==> config.mk <==
export PLATFORM = sky130hd
export DESIGN_NAME = reg_writeback_queue
export DESIGN_NICKNAME = d
export VERILOG_FILES = /design/src/rtl/reg_writeback_queue_pkg.sv /design/src/rtl/wb_rr_arbiter.sv /design/src/rtl/reg_writeback_queue.sv
export SDC_FILE = /design/constraint.sdc
export NUM_CORES = 1
export LEC_CHECK = 0
export ABC_AREA = 1
export CAP_MARGIN = 20
export CORE_ASPECT_RATIO = 0.9
export CORE_MARGIN = 8
export CORE_UTILIZATION = 54
export CTS_CLUSTER_DIAMETER = 150
export DETAILED_ROUTE_END_ITERATION = 8
export GPL_TIMING_DRIVEN = 0
export PLACE_DENSITY = 0.83
export SYNTH_ARGS = -nofsm -noshare
export SYNTH_HDL_FRONTEND = slang
export SYNTH_HIERARCHICAL = 1
export SYNTH_SLANG_ARGS = --single-unit
==> constraint.sdc <==
create_clock -name clk -period 4.09 [get_ports clk]
set_input_delay 0.818 -clock clk [delete_from_list [all_inputs] [get_ports clk]]
set_output_delay 0.818 -clock clk [all_outputs]
set_load 0.02 [all_outputs]
==> src/rtl/reg_writeback_queue_pkg.sv <==
// Shared definitions for the register write-back queue: default widths,
// producer identifiers and the queue entry type used by register-file readers.
package reg_writeback_queue_pkg;

    localparam int DEFAULT_DATA_WIDTH  = 16;
    localparam int DEFAULT_ADDR_WIDTH  = 5;
    localparam int DEFAULT_QUEUE_DEPTH = 4;

    typedef enum logic {
        PROD0 = 1'b0,
        PROD1 = 1'b1
    } prod_id_t;

    typedef struct packed {
        logic [DEFAULT_ADDR_WIDTH-1:0] addr;
        logic [DEFAULT_DATA_WIDTH-1:0] data;
    } wb_entry_t;

    function automatic prod_id_t other_prod(input prod_id_t p);
        return (p == PROD0) ? PROD1 : PROD0;
    endfunction

endpackage

==> src/rtl/wb_rr_arbiter.sv <==
// Two-requester round-robin arbiter: combinational grant/ready plus the
// rr_ptr flop that names the preferred producer when both request.
module wb_rr_arbiter
    import reg_writeback_queue_pkg::*;
(
    input  logic clk,
    input  logic rst,
    input  logic req0_valid,
    input  logic req1_valid,
    input  logic can_accept,
    output logic ready0,
    output logic ready1,
    output logic grant,
    output logic xfer
);

    prod_id_t rr_ptr_q;
    prod_id_t rr_ptr_d;
    prod_id_t grant_id;

    always_comb begin
        grant_id = rr_ptr_q;
        if (req0_valid && req1_valid) begin
            grant_id = rr_ptr_q;
        end else if (req1_valid) begin
            grant_id = PROD1;
        end else if (req0_valid) begin
            grant_id = PROD0;
        end

        // Any valid requester holds the grant, so a transfer needs only space.
        xfer     = can_accept && (req0_valid || req1_valid);
        rr_ptr_d = xfer ? other_prod(grant_id) : rr_ptr_q;
    end

    assign ready0 = can_accept && (grant_id == PROD0);
    assign ready1 = can_accept && (grant_id == PROD1);
    assign grant  = (grant_id == PROD1);

    always_ff @(posedge clk or posedge rst) begin
        if (rst) begin
            rr_ptr_q <= PROD0;
        end else begin
            rr_ptr_q <= rr_ptr_d;
        end
    end

endmodule

==> src/rtl/reg_writeback_queue.sv <==
// Two-producer register write-back queue feeding a single register-file write port.
// Optional pending-write lookup enabled by defining RF_WB_LOOKUP_EN.
module reg_writeback_queue
    import reg_writeback_queue_pkg::*;
#(
    parameter int DATA_WIDTH  = DEFAULT_DATA_WIDTH,
    parameter int ADDR_WIDTH  = DEFAULT_ADDR_WIDTH,
    parameter int QUEUE_DEPTH = DEFAULT_QUEUE_DEPTH
) (
    input  logic                         clk,
    input  logic                         rst,
    input  logic                         req0_valid,
    output logic                         req0_ready,
    input  logic [ADDR_WIDTH-1:0]        req0_addr,
    input  logic [DATA_WIDTH-1:0]        req0_data,
    input  logic                         req1_valid,
    output logic                         req1_ready,
    input  logic [ADDR_WIDTH-1:0]        req1_addr,
    input  logic [DATA_WIDTH-1:0]        req1_data,
    output logic [ADDR_WIDTH-1:0]        write_addr,
    output logic [DATA_WIDTH-1:0]        write_data,
    output logic                         write_en,
    output logic [$clog2(QUEUE_DEPTH):0] count,
    output logic                         busy,
    input  logic [ADDR_WIDTH-1:0]        chk_addr,
    output logic                         chk_hit,
    output logic [DATA_WIDTH-1:0]        chk_data
);

    localparam int PTR_W = $clog2(QUEUE_DEPTH);
    localparam int CNT_W = PTR_W + 1;

    logic [ADDR_WIDTH-1:0] mem_addr_q [QUEUE_DEPTH];
    logic [ADDR_WIDTH-1:0] mem_addr_d [QUEUE_DEPTH];
    logic [DATA_WIDTH-1:0] mem_data_q [QUEUE_DEPTH];
    logic [DATA_WIDTH-1:0] mem_data_d [QUEUE_DEPTH];

    logic [PTR_W-1:0]      wr_ptr_q, wr_ptr_d;
    logic [PTR_W-1:0]      rd_ptr_q, rd_ptr_d;
    logic [CNT_W-1:0]      count_q, count_d;
    logic                  write_en_q, write_en_d;
    logic [ADDR_WIDTH-1:0] write_addr_q, write_addr_d;
    logic [DATA_WIDTH-1:0] write_data_q, write_data_d;

    logic                  can_accept;
    logic                  grant;
    logic                  enq;
    logic                  pop;
    logic [ADDR_WIDTH-1:0] enq_addr;
    logic [DATA_WIDTH-1:0] enq_data;

    // Acceptance looks only at the registered count, never at this cycle's pop.
    assign can_accept = (count_q < CNT_W'(QUEUE_DEPTH));
    assign pop        = (count_q != '0);

    wb_rr_arbiter u_arb (
        .clk        (clk),
        .rst        (rst),
        .req0_valid (req0_valid),
        .req1_valid (req1_valid),
        .can_accept (can_accept),
        .ready0     (req0_ready),
        .ready1     (req1_ready),
        .grant      (grant),
        .xfer       (enq)
    );

    assign enq_addr = grant ? req1_addr : req0_addr;
    assign enq_data = grant ? req1_data : req0_data;

    always_comb begin
        mem_addr_d = mem_addr_q;
        mem_data_d = mem_data_q;
        if (enq) begin
            mem_addr_d[wr_ptr_q] = enq_addr;
            mem_data_d[wr_ptr_q] = enq_data;
        end

        wr_ptr_d = enq ? (wr_ptr_q + PTR_W'(1)) : wr_ptr_q;
        rd_ptr_d = pop ? (rd_ptr_q + PTR_W'(1)) : rd_ptr_q;

        case ({enq, pop})
            2'b10:   count_d = count_q + CNT_W'(1);
            2'b01:   count_d = count_q - CNT_W'(1);
            default: count_d = count_q;
        endcase

        write_en_d   = pop;
        write_addr_d = pop ? mem_addr_q[rd_ptr_q] : write_addr_q;
        write_data_d = pop ? mem_data_q[rd_ptr_q] : write_data_q;
    end

    always_ff @(posedge clk or posedge rst) begin
        if (rst) begin
            for (int i = 0; i < QUEUE_DEPTH; i++) begin
                mem_addr_q[i] <= '0;
                mem_data_q[i] <= '0;
            end
            wr_ptr_q     <= '0;
            rd_ptr_q     <= '0;
            count_q      <= '0;
            write_en_q   <= 1'b0;
            write_addr_q <= '0;
            write_data_q <= '0;
        end else begin
            mem_addr_q   <= mem_addr_d;
            mem_data_q   <= mem_data_d;
            wr_ptr_q     <= wr_ptr_d;
            rd_ptr_q     <= rd_ptr_d;
            count_q      <= count_d;
            write_en_q   <= write_en_d;
            write_addr_q <= write_addr_d;
            write_data_q <= write_data_d;
        end
    end

    assign write_en   = write_en_q;
    assign write_addr = write_addr_q;
    assign write_data = write_data_q;
    assign count      = count_q;
    assign busy       = (count_q != '0) || write_en_q;

`ifdef RF_WB_LOOKUP_EN
    logic                  lk_hit;
    logic [DATA_WIDTH-1:0] lk_data;
    logic [PTR_W-1:0]      lk_idx;

    // Scan oldest to youngest so the last match leaves the youngest value.
    always_comb begin
        lk_idx  = '0;
        lk_hit  = write_en_q && (write_addr_q == chk_addr);
        lk_data = lk_hit ? write_data_q : '0;
        for (int i = 0; i < QUEUE_DEPTH; i++) begin
            lk_idx = rd_ptr_q + PTR_W'(i);
            if ((CNT_W'(i) < count_q) && (mem_addr_q[lk_idx] == chk_addr)) begin
                lk_hit  = 1'b1;
                lk_data = mem_data_q[lk_idx];
            end
        end
    end

    assign chk_hit  = lk_hit;
    assign chk_data = lk_data;
`else
    logic unused_chk_addr;
    assign unused_chk_addr = ^chk_addr;
    assign chk_hit         = 1'b0;
    assign chk_data        = '0;
`endif

endmodule

==> results_dict.tcl <==
set metrics [dict create \
    hold_viol 0 \
    worstHoldPathType "flip-flop to flip-flop" \
    ff2ff_setup_slack_ps 1920 \
    p_sw_frac 0.411 \
    crit_type "input pin to primary output" \
    critPathBufInv 3 \
    die_w_um 125 \
    die_y_um 114 \
    drt_first_pass_iters 6 \
    netlist_instances 752 \
    grt_overflow 0 \
    grt_setup_unrepaired "no" \
    post-route-min-period_ps 3160 \
    syn_area_um2 5760 \
    pwr-share-comb 0.457 \
    ys_ff_latch 114 \
    die_area_um2 14200 \
    place_ws_ps 937 \
    slew_headroom 0.565 \
    postCtsResizedCells 0 \
    drt_wl_total_um 16800 \
    clk_path_buf_depth 2 \
    yosysWarnings 6 \
    synth.yosys.seq_area_share 0.496 \
    grt_pass1_vias 5711 \
    intPower_mw 3.82 \
    post_cts_buffers 0 \
    fp-row-count 35 \
    port_buffers 73 \
    setup_violations 0 \
    p_sw_mw 2.67 \
    seq_area_um2 2850 \
    diodes 0 \
    worstRegToRegCells 9 \
    leakage_nw 3.86 \
    fin_tns_setup_ps 0 \
    worstSkewPairLatency_ps 410 \
    multiInputGateArea_um2 2170 \
    core_area_um2 10300 \
    drtIter0Drc 668 \
    startpoint_type "input pin" \
    path_clk_slew_ps 60 \
    htreeDepth 4 \
    outcome "completed" \
    vias 5423 \
    endpoint "req0_ready" \
    cts-root-buf "clkbuf_16" \
    crit_chain "clkdlybuf4s50_1 -> nand2_1 -> nand2_1 -> nand2_2 -> inv_2 -> nor2_2 -> clkdlybuf4s50_1" \
    ir_worst_vdd_mv 0.451 \
    crit_cells 7 \
    max_stage_delay_ps 540 \
    regToRegEndpoint "count[2]$_DFFE_PP0P_" \
    route.detailed.drc 0 \
    worst_pin_slew_ps 652 \
    cts_tree "done" \
    final_antenna_net_count 0 \
    cts_made_buffers 17 \
    synth_top_area_cell "dfrtp_1" \
    place_congestion 0.858 \
    timing.final.crit_share 0.773 \
    grt_pass1_wl_um 27400 \
    synth_cell_type_count 24 \
    grt_usage 0.238 \
    critPathSlowestCell "clkdlybuf4s50_1" \
    cp_max_fo 7 \
    io_pins 96 \
    worst_slack_ps 929 \
    max_freq_mhz 316 \
    hold_buffers 0 \
    layout-drive-gt1-share 0.126 \
    seqPwrFrac 0.295 \
    antenna_found_initial 0 \
    viasPerCell 5.41 \
    slew_violations 0 \
    finalNetCount 918 \
    r2r_start "count[0]$_DFFE_PP0P_" \
    crit_start "req1_valid" \
    critPathTopFamily "buffers and inverters" \
    areaGrowthSynthToFinish_pct 28.2 \
    cp.required_ps 3270 \
    wl_per_cell_um 16.8 \
    grt_max_degree 74 \
    cap_violations 0 \
    syn_area_per_cell_um2 7.66 \
    p_clk_frac 0.249 \
    p_per_area_nw_per_um2 878 \
    start_util 0.559 \
    cp_data_arrival_time_ps 2340 \
    fin_skew_ps 7.57 \
    hpwlAfterDp_um 11300 \
    yosysTopAreaCellShare 0.496 \
    cts.sinks 114 \
    cp-end-kind "primary output" \
    fillers 734 \
    synthTopCellsByArea "dfrtp_1 50%, nand2_1 19%, inv_1 7.9%" \
]
state kept, by name (all words and copies together), names as in the netlist:
signal          flops
wr_ptr_q            2
u_arb/rr_ptr_q      1
write_en            1
write_addr          5
write_data         16
mem_data_q         64
count               3
rd_ptr_q            2
mem_addr_q         20
routing by layer:
metal,track usage,routed length (um)
met5,0,0
met4,0.113,554
met3,0.0742,1800
met2,0.398,8140
met1,0.274,6350
Yosys cell counts:
cell type	number
nand2_1	292
inv_1	121
dfrtp_1	114
o21ai_0	62
nand3_1	44
o21ai_2	25
buf_2	22
buf_4	18
o21ai_1	17
clkbuf_1	8
ha_1	5
buf_6	4
xor2_1	4
buf_1	2
inv_2	2
nand2_2	2
nor2_1	2
nor2_2	2
clkbuf_2	1
conb_1	1
fa_1	1
nand3_2	1
or2_2	1
xnor2_1	1
worst min-delay path by stage:
stage / depth (start not counted) / startpoint / slack (ps) / to
after floorplan: 2 / mem_data_q[11]$_DFFE_PP0P_ / 450 / mem_data_q[11]$_DFFE_PP0P_
after global placement: 2 / write_data[10]$_DFFE_PP0N_ / 460 / write_data[10]$_DFFE_PP0N_
after detailed placement: 2 / write_data[13]$_DFFE_PP0N_ / 460 / write_data[13]$_DFFE_PP0N_
after CTS: 2 / write_data[13]$_DFFE_PP0N_ / 480 / write_data[13]$_DFFE_PP0N_
after global routing: 2 / write_addr[1]$_DFFE_PP0N_ / 510 / write_addr[1]$_DFFE_PP0N_
final: 2 / write_data[13]$_DFFE_PP0N_ / 480 / write_data[13]$_DFFE_PP0N_
cell families after synthesis:
kind of cell,count (synthesis),share of synthesized area
AOI/OAI and AO/OA,104,0.107
buffers and inverters,178,0.138
xor gates and xnor gates,5,0.00761
other,1,0.000651
adders and majority gates,6,0.0143
and+or+nand+nor,344,0.237
DFF,114,0.496
final cells by class:
type                            count  area share
Sequential cell                   114       0.386
Multi-Input combinational cell    476       0.294
Timing Repair Buffer               74       0.103
Inverter                          123      0.0629
Clock buffer                       21      0.0624
Buffer                             55      0.0451
Clock inverter                     11      0.0247
Tap cell                          129      0.0219
cell usage in the layout, fill, tap and decap left out, types with 2 or more instances in the layout:
cell	synthesis	routed
clkbuf_1	8	10
nor2_1	2	2
buf_2	22	22
o21ai_1	17	17
nand2_1	292	292
xor2_1	4	4
ha_1	5	5
inv_2	2	2
o21ai_2	25	25
o21ai_0	62	62
dfrtp_1	114	114
clkinv_2	0	5
buf_6	4	4
buf_4	18	18
clkbuf_8	0	2
buf_1	2	2
inv_1	121	120
clkdlybuf4s50_1	0	73
nor2_2	2	2
clkbuf_16	0	17
bufinv_16	0	5
nand2_2	2	2
nand3_1	44	44
conb_1	1	17
worst register-to-register path: cells and delay by family (launching register included):
family,cells,cell delay (ps)
fa+ha+maj,2,620
flops,1,400
xor+xnor,1,150
buf+inv,3,510
simple gates,3,380
power by group through the flow:
stage	sequential, mW	clock [mW]	combinational [mW]
6_report	1.91	1.61	2.96
5_1_grt	1.96	1.67	3.26
4_1_cts	1.91	1.61	2.92
3_5_place_dp	1.92	0	2.83
3_3_place_gp	1.89	0	2.68
2_1_floorplan	2.02	0	1.75
per-stage QoR:
stage / cell area, um^2 / hold slack (ps) / util / power, mW / cells
2_1_floorplan: 5820 / 449 / - / 3.77 / 768
3_3_place_gp: 6710 / 461 / 0.652 / 4.56 / 970
3_5_place_dp: 6740 / 464 / 0.655 / 4.75 / 971
4_1_cts: 7380 / 479 / 0.717 / 6.44 / 1003
5_1_grt: 7380 / 511 / 0.717 / 6.90 / 1003
6_report: 7380 / 477 / 0.717 / 6.49 / 1003
Power figures use the tool's default switching activity.
